File: config.mk
export PLATFORM = sky130hd
export DESIGN_NAME = writeback_stage_flat
export DESIGN_NICKNAME = d
export VERILOG_FILES = /design/src/rtl/cpu_types_pkg.sv /design/src/rtl/writeback_stage_if.sv /design/src/rtl/writeback_stage_load_align.sv /design/src/rtl/writeback_stage.sv /design/src/flat_wrapper.sv
export SDC_FILE = /design/constraint.sdc
export NUM_CORES = 1
export LEC_CHECK = 0
export ABC_AREA = 1
export ABC_CLOCK_PERIOD_IN_PS = 17100
export BUFFER_PORTS_ARGS = -buffer_cell sky130_fd_sc_hd__buf_2
export CAP_MARGIN = 20
export CORE_UTILIZATION = 57
export CTS_CLUSTER_SIZE = 10
export DETAILED_ROUTE_END_ITERATION = 10
export GPL_TIMING_DRIVEN = 0
export HOLD_SLACK_MARGIN = 0.02
export PLACE_DENSITY = 0.86
export SLEW_MARGIN = 20
export SYNTH_ARGS = -nofsm -noshare
export SYNTH_HDL_FRONTEND = slang
export SYNTH_SLANG_ARGS = --single-unit
File: constraint.sdc
create_clock -name CLK -period 17.1 [get_ports CLK]
set_input_delay 4.275 -clock CLK [delete_from_list [all_inputs] [get_ports CLK]]
set_output_delay 4.275 -clock CLK [all_outputs]
set_load 0.05 [all_outputs]
File: src/rtl/cpu_types_pkg.sv
// Shared CPU datapath types: word/select widths, writeback source and load type encodings.
package cpu_types_pkg;
    localparam int WORD_W = 32;
    localparam int RSEL_W = 5;

    typedef enum logic [1:0] {
        WB_ALU = 2'd0,
        WB_MEM = 2'd1,
        WB_NPC = 2'd2,
        WB_LUI = 2'd3
    } wbsrc_t;

    typedef enum logic [2:0] {
        LD_W  = 3'd0,
        LD_B  = 3'd1,
        LD_BU = 3'd2,
        LD_H  = 3'd3,
        LD_HU = 3'd4
    } ldtype_t;
endpackage

File: src/rtl/writeback_stage_if.sv
// MEM -> WB result bundle; the memory stage drives it (master), the WB latch samples it (slave).
interface writeback_stage_if
    import cpu_types_pkg::*;
#(
    parameter int WORD_W = cpu_types_pkg::WORD_W,
    parameter int RSEL_W = cpu_types_pkg::RSEL_W
) ();
    logic              mem_valid;
    logic              mem_stall;
    logic              mem_flush;
    logic              mem_regwen;
    logic [RSEL_W-1:0] mem_wsel;
    wbsrc_t            mem_wbsrc;
    logic [WORD_W-1:0] mem_aluout;
    logic [WORD_W-1:0] mem_dload;
    logic [WORD_W-1:0] mem_npc;
    logic [15:0]       mem_imm16;
    ldtype_t           mem_ldtype;
    logic              mem_halt;

    modport master (
        output mem_valid, mem_stall, mem_flush, mem_regwen, mem_wsel, mem_wbsrc,
               mem_aluout, mem_dload, mem_npc, mem_imm16, mem_ldtype, mem_halt
    );

    modport slave (
        input  mem_valid, mem_stall, mem_flush, mem_regwen, mem_wsel, mem_wbsrc,
               mem_aluout, mem_dload, mem_npc, mem_imm16, mem_ldtype, mem_halt
    );
endinterface

File: src/rtl/writeback_stage_load_align.sv
// Big-endian subword load alignment: byte 0 is [31:24]; halves are picked by offset bit 1.
module load_align
    import cpu_types_pkg::*;
#(
    parameter int WORD_W = cpu_types_pkg::WORD_W
) (
    input  logic [WORD_W-1:0] word_i,
    input  logic [1:0]        off_i,
    input  ldtype_t           ldtype_i,
    output logic [WORD_W-1:0] word_o
);
    logic [7:0]  byte_sel;
    logic [15:0] half_sel;

    always_comb begin
        byte_sel = word_i[31:24];
        case (off_i)
            2'd0:    byte_sel = word_i[31:24];
            2'd1:    byte_sel = word_i[23:16];
            2'd2:    byte_sel = word_i[15:8];
            default: byte_sel = word_i[7:0];
        endcase
        // A misaligned half ignores offset bit 0 rather than trapping.
        half_sel = off_i[1] ? word_i[15:0] : word_i[31:16];
    end

    always_comb begin
        word_o = word_i;
        case (ldtype_i)
            LD_B:    word_o = {{(WORD_W-8){byte_sel[7]}}, byte_sel};
            LD_BU:   word_o = {{(WORD_W-8){1'b0}}, byte_sel};
            LD_H:    word_o = {{(WORD_W-16){half_sel[15]}}, half_sel};
            LD_HU:   word_o = {{(WORD_W-16){1'b0}}, half_sel};
            default: word_o = word_i;
        endcase
    end
endmodule

File: src/rtl/writeback_stage.sv
// MEM/WB latch, writeback select, sticky halt and retired counter.
// Subword load alignment is built only when WB_SUBWORD_LOAD_EN is defined.
module writeback_stage
    import cpu_types_pkg::*;
#(
    parameter int WORD_W = cpu_types_pkg::WORD_W,
    parameter int RSEL_W = cpu_types_pkg::RSEL_W
) (
    input  logic                CLK,
    input  logic                RST,
    writeback_stage_if.slave    m,
    output logic                rf_wen,
    output logic [RSEL_W-1:0]   rf_wsel,
    output logic [WORD_W-1:0]   rf_wdat,
    output logic                halt,
    output logic [31:0]         retired
);
    typedef struct packed {
        logic              valid;
        logic              regwen;
        logic [RSEL_W-1:0] wsel;
        wbsrc_t            wbsrc;
        logic [WORD_W-1:0] aluout;
        logic [WORD_W-1:0] dload;
        logic [WORD_W-1:0] npc;
        logic [15:0]       imm16;
        logic              halt;
`ifdef WB_SUBWORD_LOAD_EN
        ldtype_t           ldtype;
`endif
    } wb_t;

    wb_t         wb_d, wb_q;
    logic        halted_d, halted_q;
    logic [31:0] retired_d, retired_q;
    logic [WORD_W-1:0] load_word;

    always_comb begin
        wb_d      = wb_q;
        halted_d  = halted_q | (wb_q.valid & wb_q.halt);
        // A stalled instruction retires only on the edge where it leaves WB.
        retired_d = retired_q + 32'(wb_q.valid & ~m.mem_stall & ~halted_q);
        if (halted_q) begin
            wb_d.valid = 1'b0;
        end else if (m.mem_flush) begin
            wb_d.valid = 1'b0;
        end else if (!m.mem_stall) begin
            wb_d.valid  = m.mem_valid;
            wb_d.regwen = m.mem_regwen;
            wb_d.wsel   = m.mem_wsel;
            wb_d.wbsrc  = m.mem_wbsrc;
            wb_d.aluout = m.mem_aluout;
            wb_d.dload  = m.mem_dload;
            wb_d.npc    = m.mem_npc;
            wb_d.imm16  = m.mem_imm16;
            wb_d.halt   = m.mem_halt;
`ifdef WB_SUBWORD_LOAD_EN
            wb_d.ldtype = m.mem_ldtype;
`endif
        end
    end

    always_ff @(posedge CLK or posedge RST) begin
        if (RST) begin
            wb_q      <= '0;
            halted_q  <= 1'b0;
            retired_q <= '0;
        end else begin
            wb_q      <= wb_d;
            halted_q  <= halted_d;
            retired_q <= retired_d;
        end
    end

`ifdef WB_SUBWORD_LOAD_EN
    load_align #(.WORD_W(WORD_W)) u_load_align (
        .word_i   (wb_q.dload),
        .off_i    (wb_q.aluout[1:0]),
        .ldtype_i (wb_q.ldtype),
        .word_o   (load_word)
    );
`else
    logic unused_ldtype;
    assign unused_ldtype = ^m.mem_ldtype;
    assign load_word     = wb_q.dload;
`endif

    always_comb begin
        rf_wdat = wb_q.aluout;
        case (wb_q.wbsrc)
            WB_ALU:  rf_wdat = wb_q.aluout;
            WB_MEM:  rf_wdat = load_word;
            WB_NPC:  rf_wdat = wb_q.npc;
            WB_LUI:  rf_wdat = {wb_q.imm16, {(WORD_W-16){1'b0}}};
            default: rf_wdat = wb_q.aluout;
        endcase
    end

    // $0 is hardwired, and a HALT never writes even if it carries regwen.
    assign rf_wen  = wb_q.valid & wb_q.regwen & (wb_q.wsel != '0) & ~wb_q.halt & ~halted_q;
    assign rf_wsel = wb_q.wsel;
    assign halt    = halted_q;
    assign retired = retired_q;
endmodule

File: src/flat_wrapper.sv
// flat-port wrapper written by rule: the top's interface ports become plain ports
module writeback_stage_flat import cpu_types_pkg::*;
#(
    parameter int WORD_W = cpu_types_pkg::WORD_W,
    parameter int RSEL_W = cpu_types_pkg::RSEL_W
)
  (CLK, RST, rf_wen, rf_wsel, rf_wdat, halt, retired, m_mem_valid, m_mem_stall, m_mem_flush, m_mem_regwen, m_mem_wsel, m_mem_wbsrc, m_mem_aluout, m_mem_dload, m_mem_npc, m_mem_imm16, m_mem_ldtype, m_mem_halt);
  writeback_stage_if #(.WORD_W(WORD_W), .RSEL_W(RSEL_W)) m_i ();
  input  logic CLK;
  input  logic RST;
  output logic rf_wen;
  output logic [RSEL_W-1:0] rf_wsel;
  output logic [WORD_W-1:0] rf_wdat;
  output logic halt;
  output logic [31:0] retired;
  input wire logic [$bits(m_i.mem_valid)-1:0] m_mem_valid;
  input wire logic [$bits(m_i.mem_stall)-1:0] m_mem_stall;
  input wire logic [$bits(m_i.mem_flush)-1:0] m_mem_flush;
  input wire logic [$bits(m_i.mem_regwen)-1:0] m_mem_regwen;
  input wire logic [$bits(m_i.mem_wsel)-1:0] m_mem_wsel;
  input wire logic [$bits(m_i.mem_wbsrc)-1:0] m_mem_wbsrc;
  input wire logic [$bits(m_i.mem_aluout)-1:0] m_mem_aluout;
  input wire logic [$bits(m_i.mem_dload)-1:0] m_mem_dload;
  input wire logic [$bits(m_i.mem_npc)-1:0] m_mem_npc;
  input wire logic [$bits(m_i.mem_imm16)-1:0] m_mem_imm16;
  input wire logic [$bits(m_i.mem_ldtype)-1:0] m_mem_ldtype;
  input wire logic [$bits(m_i.mem_halt)-1:0] m_mem_halt;
  assign m_i.mem_valid = m_mem_valid;
  assign m_i.mem_stall = m_mem_stall;
  assign m_i.mem_flush = m_mem_flush;
  assign m_i.mem_regwen = m_mem_regwen;
  assign m_i.mem_wsel = m_mem_wsel;
  assign m_i.mem_wbsrc = m_mem_wbsrc;
  assign m_i.mem_aluout = m_mem_aluout;
  assign m_i.mem_dload = m_mem_dload;
  assign m_i.mem_npc = m_mem_npc;
  assign m_i.mem_imm16 = m_mem_imm16;
  assign m_i.mem_ldtype = m_mem_ldtype;
  assign m_i.mem_halt = m_mem_halt;
  writeback_stage #(.WORD_W(WORD_W), .RSEL_W(RSEL_W)) u_core (.CLK(CLK), .RST(RST), .m(m_i), .rf_wen(rf_wen), .rf_wsel(rf_wsel), .rf_wdat(rf_wdat), .halt(halt), .retired(retired));
endmodule
==> flow_summary.ini <==
[critical_path]
cp_data_required_time_ns = 12.82
slowest_stage = clkbuf_1
startpoint_kind_of_the_worst_setup_timing_path = flip-flop
critical_path.max_stage_delay_ns = 0.51
cp_num_buf_inv = 2
critPathKind = flip-flop to output port
setup.worst_path.end_class = output port
cpLargestDelayFamily = buffers and inverters
critPathMaxFanout = 10
cp_data_arrival_time_ns = 2.30
worstPathCellList = nor2_1 -> clkbuf_1 -> nand2_1 -> nand4_1 -> buf_2

[synth]
cell_types_with_the_largest_area_share_after_synthesis = dfrtp_1, mux2_4, nand2_1, mux2_2, nor2_1
yosysWarningCount = 0
synth.yosys.seq_area_share_pct = 53.27
synth_common_cells = nand2_1, dfrtp_1, mux2_4
main_synth_ff_type = dfrtp_1
post_synth_instance_area_mm2 = 0.007281
syn_avg_cell_area_um2 = 10.77
synth_most_common_cell = nand2_1
syn_nets = 808
portion_of_synthesized_cell_area_occupied_by_the_leading_cell_type_pct = 53.27
postSynthRegisterBits = 155
syn_inst = 676
yosys.cell_types.count = 23
synth_async_sr_flop_share_pct = 100.0
netlist.top_cell.by_area = dfrtp_1
synth_enable_flop_cells = 0

[placed_design]
dpl_cell_area_mm2 = 0.008507
gp_routability_congestion = 0.8841
port-buffer-count = 196
dp.final_hpwl_um = 12790

[sta]
setup_viol = 0
worst_slew_pin_slew_ns = 0.7049
timing.final.hold_violations = 0
clock_skew_ns = 0.01355
maxClockFrequency_mhz = 152.0
max-slew-margin-rel_pct = 53.01
maxSlewViolCount = 0
timing.final.crit_period_ns = 6.579
grt_setup_unrepaired = no
final_min_period_over_clock_period_pct = 38.47
setup_tns_ns = 0

[route]
route.final.wire_length_um = 18040
detail_route.iter0.violations = 392
detailed_routing_iteration_count_for_the_pre_antenna_repair_pass = 5
via_count = 5676
viasPerCell = 5.285
route.antenna.remaining_nets = 0
wl_per_cell_um = 16.80
remaining_drc_errors = 0

[global_routing]
first_global_vias = 5874
antenna_found_initial = 1
grt_max_degree = 108
wire_length_of_the_first_global_routing_pass_um = 28410
grt_util_all_layers_pct = 28.89
global_route.overflow_total = 0

[clock_network]
tritoncts = done
htree_levels = 4
cts-root-buf = clkbuf_16
clock_network_latency_to_the_later_pin_of_the_worst_skew_pair_ns = 0.43
clockBufferDepth = 2
clock_transition_time_at_the_flip_flop_clock_pins_of_the_worst_setup_and_hold_paths_ns = 0.06
post-cts-setup-buffers = 0
ctsResizeCount = 0
cts-buffers-inserted = 17
holdBufCountCts = 0
cts_num_sinks = 155

[power_and_ir_drop]
switching_share_pct = 41.75
power.switching_uw = 744.4
powerDensity_mw_per_mm2 = 195.5
power.ir.vdd_worst_v = 0.0001516
static_power_due_to_leakage_nw = 4.775
power_frac_comb_pct = 44.2
share_seq_of_total_power_pct = 34.1
internal_power_mw = 1.039
clkPwrFrac_pct = 21.7

[floorplanning]
rows = 40
start_util_pct = 59.62
dieHeight_um = 115.0
core_area_mm2 = 0.01221
design.die.area_mm2 = 0.01323
floorplan.io_pins = 200
floorplan.die.width_um = 115.0

[layout]
design.final.nets = 1024
area.growth.synth_to_final_pct = 25.28
fillers = 875
fraction_of_layout_cells_with_a_size_suffix_above_1_pct = 40.77
design_area_mm2 = 0.009121

[flow_run]
maxCapViolCount = 0

[status]
run_status = finished clean

[min_path]
worst_hold_path_type = flip-flop to flip-flop
==> logic make-up (layout without fill, tap and decap cells) <==
family,after synthesis,after routing,share of synthesized area [%]
buffers and inverters,65,294,4.571
flip-flops,155,155,53.27
multiplexers,111,111,20.78
XOR/XNOR,15,15,1.804
AND/OR/NAND/NOR,308,308,17.34
AO/OA/AOI/OAI,19,19,1.719
adder cells (fa/ha/maj),3,3,0.5156
other,0,1,0
==> per-stage QoR <==
stage	util, %	setup WS (ns)	std cells	hold slack (ns)	total power, mW
4_1_cts	74.67	10.50	1073	0.4684	1.787
3_5_place_dp	69.66	10.99	1041	0.4542	1.386
6_report	74.69	10.52	1074	0.4679	1.783
2_1_floorplan	-	8.647	676	0.4381	1.196
3_3_place_gp	69.38	7.019	1040	0.4444	1.362
5_1_grt	74.69	10.36	1074	0.5095	1.862
==> per-layer routing <==
metal	vias to the layer above	wire [µm]	GRT usage [%]
li1	2641	-	-
met1	2753	7173	33.79
met2	237	9003	48.71
met3	45	1322	8.698
met4	0	544	14.03
met5	-	0	0
==> power by group through the flow <==
stage	Sequential [mW]	Combinational [mW]	Clock (mW)
finish	0.608	0.787	0.387
global route	0.623	0.833	0.406
CTS	0.605	0.790	0.392
detailed placement	0.606	0.780	0
global placement	0.600	0.762	0
floorplan	0.591	0.604	0
==> tightest hold or removal path: cells and delay by family (launching register included) <==
family | cells | cell delay [ns]
DFF | 1 | 0.34
and+or+nand+nor | 2 | 0.10
==> placed cells by master, fill, tap and decap left out <==
cell        instances
inv_2               1
o21ai_0             1
nor3_1              1
inv_6               1
nand3_1            24
nand3b_1            8
mux2_2             41
xor2_1             11
clkinvlp_4          3
inv_1              35
inv_8               1
nand4_1             9
clkinv_2            4
clkbuf_16          17
buf_6               8
ha_1                3
mux2_4             70
xnor2_1             4
nor2_1             51
diode_2             1
o2111ai_1           8
buf_16              1
nand2_1           208
nor2_4              1
dfrtp_1           155
buf_2             204
clkbuf_1            8
buf_4               5
clkbuf_8            3
a21oi_1            10
nor2_2              6
bufinv_16           3
==> state kept, by name, indices dropped and copies added, names as in the netlist <==
| signal | flops |
|---|---|
| u_core.retired | 32 |
| u_core.halt | 1 |
| u_core.load_word | 32 |
| u_core.rf_wsel | 5 |
| u_core.wb_q | 85 |
==> final cells by class <==
cell class	instances	area [µm²]	share of cell area, %
Antenna cell	1	2.502	0.02743
Buffer	28	193.9	2.126
Clock buffer	21	470.5	5.158
Clock inverter	11	141.4	1.550
Inverter	37	146.4	1.605
Multi-Input combinational cell	456	3069	33.65
Sequential cell	155	3879	42.52
Tap cell	168	210.2	2.305
Timing Repair Buffer	197	1008	11.06
==> worst paths after layout <==
check	start	to	slack [ns]	depth (start not counted)
setup reg to reg	u_core.halt	u_core.retired[24]	15.05	12
hold reg to reg	u_core.wb_q[0]	u_core.halt	0.47	2
min in group asynchronous	RST	u_core.rf_wsel[3]	3.85	2
setup / recovery	u_core.wb_q[114]	rf_wdat[29]	10.52	5
max in group asynchronous	RST	u_core.wb_q[13]	12.44	3
hold / removal	u_core.wb_q[0]	u_core.halt	0.47	2
(Power assumes the default switching activity.)
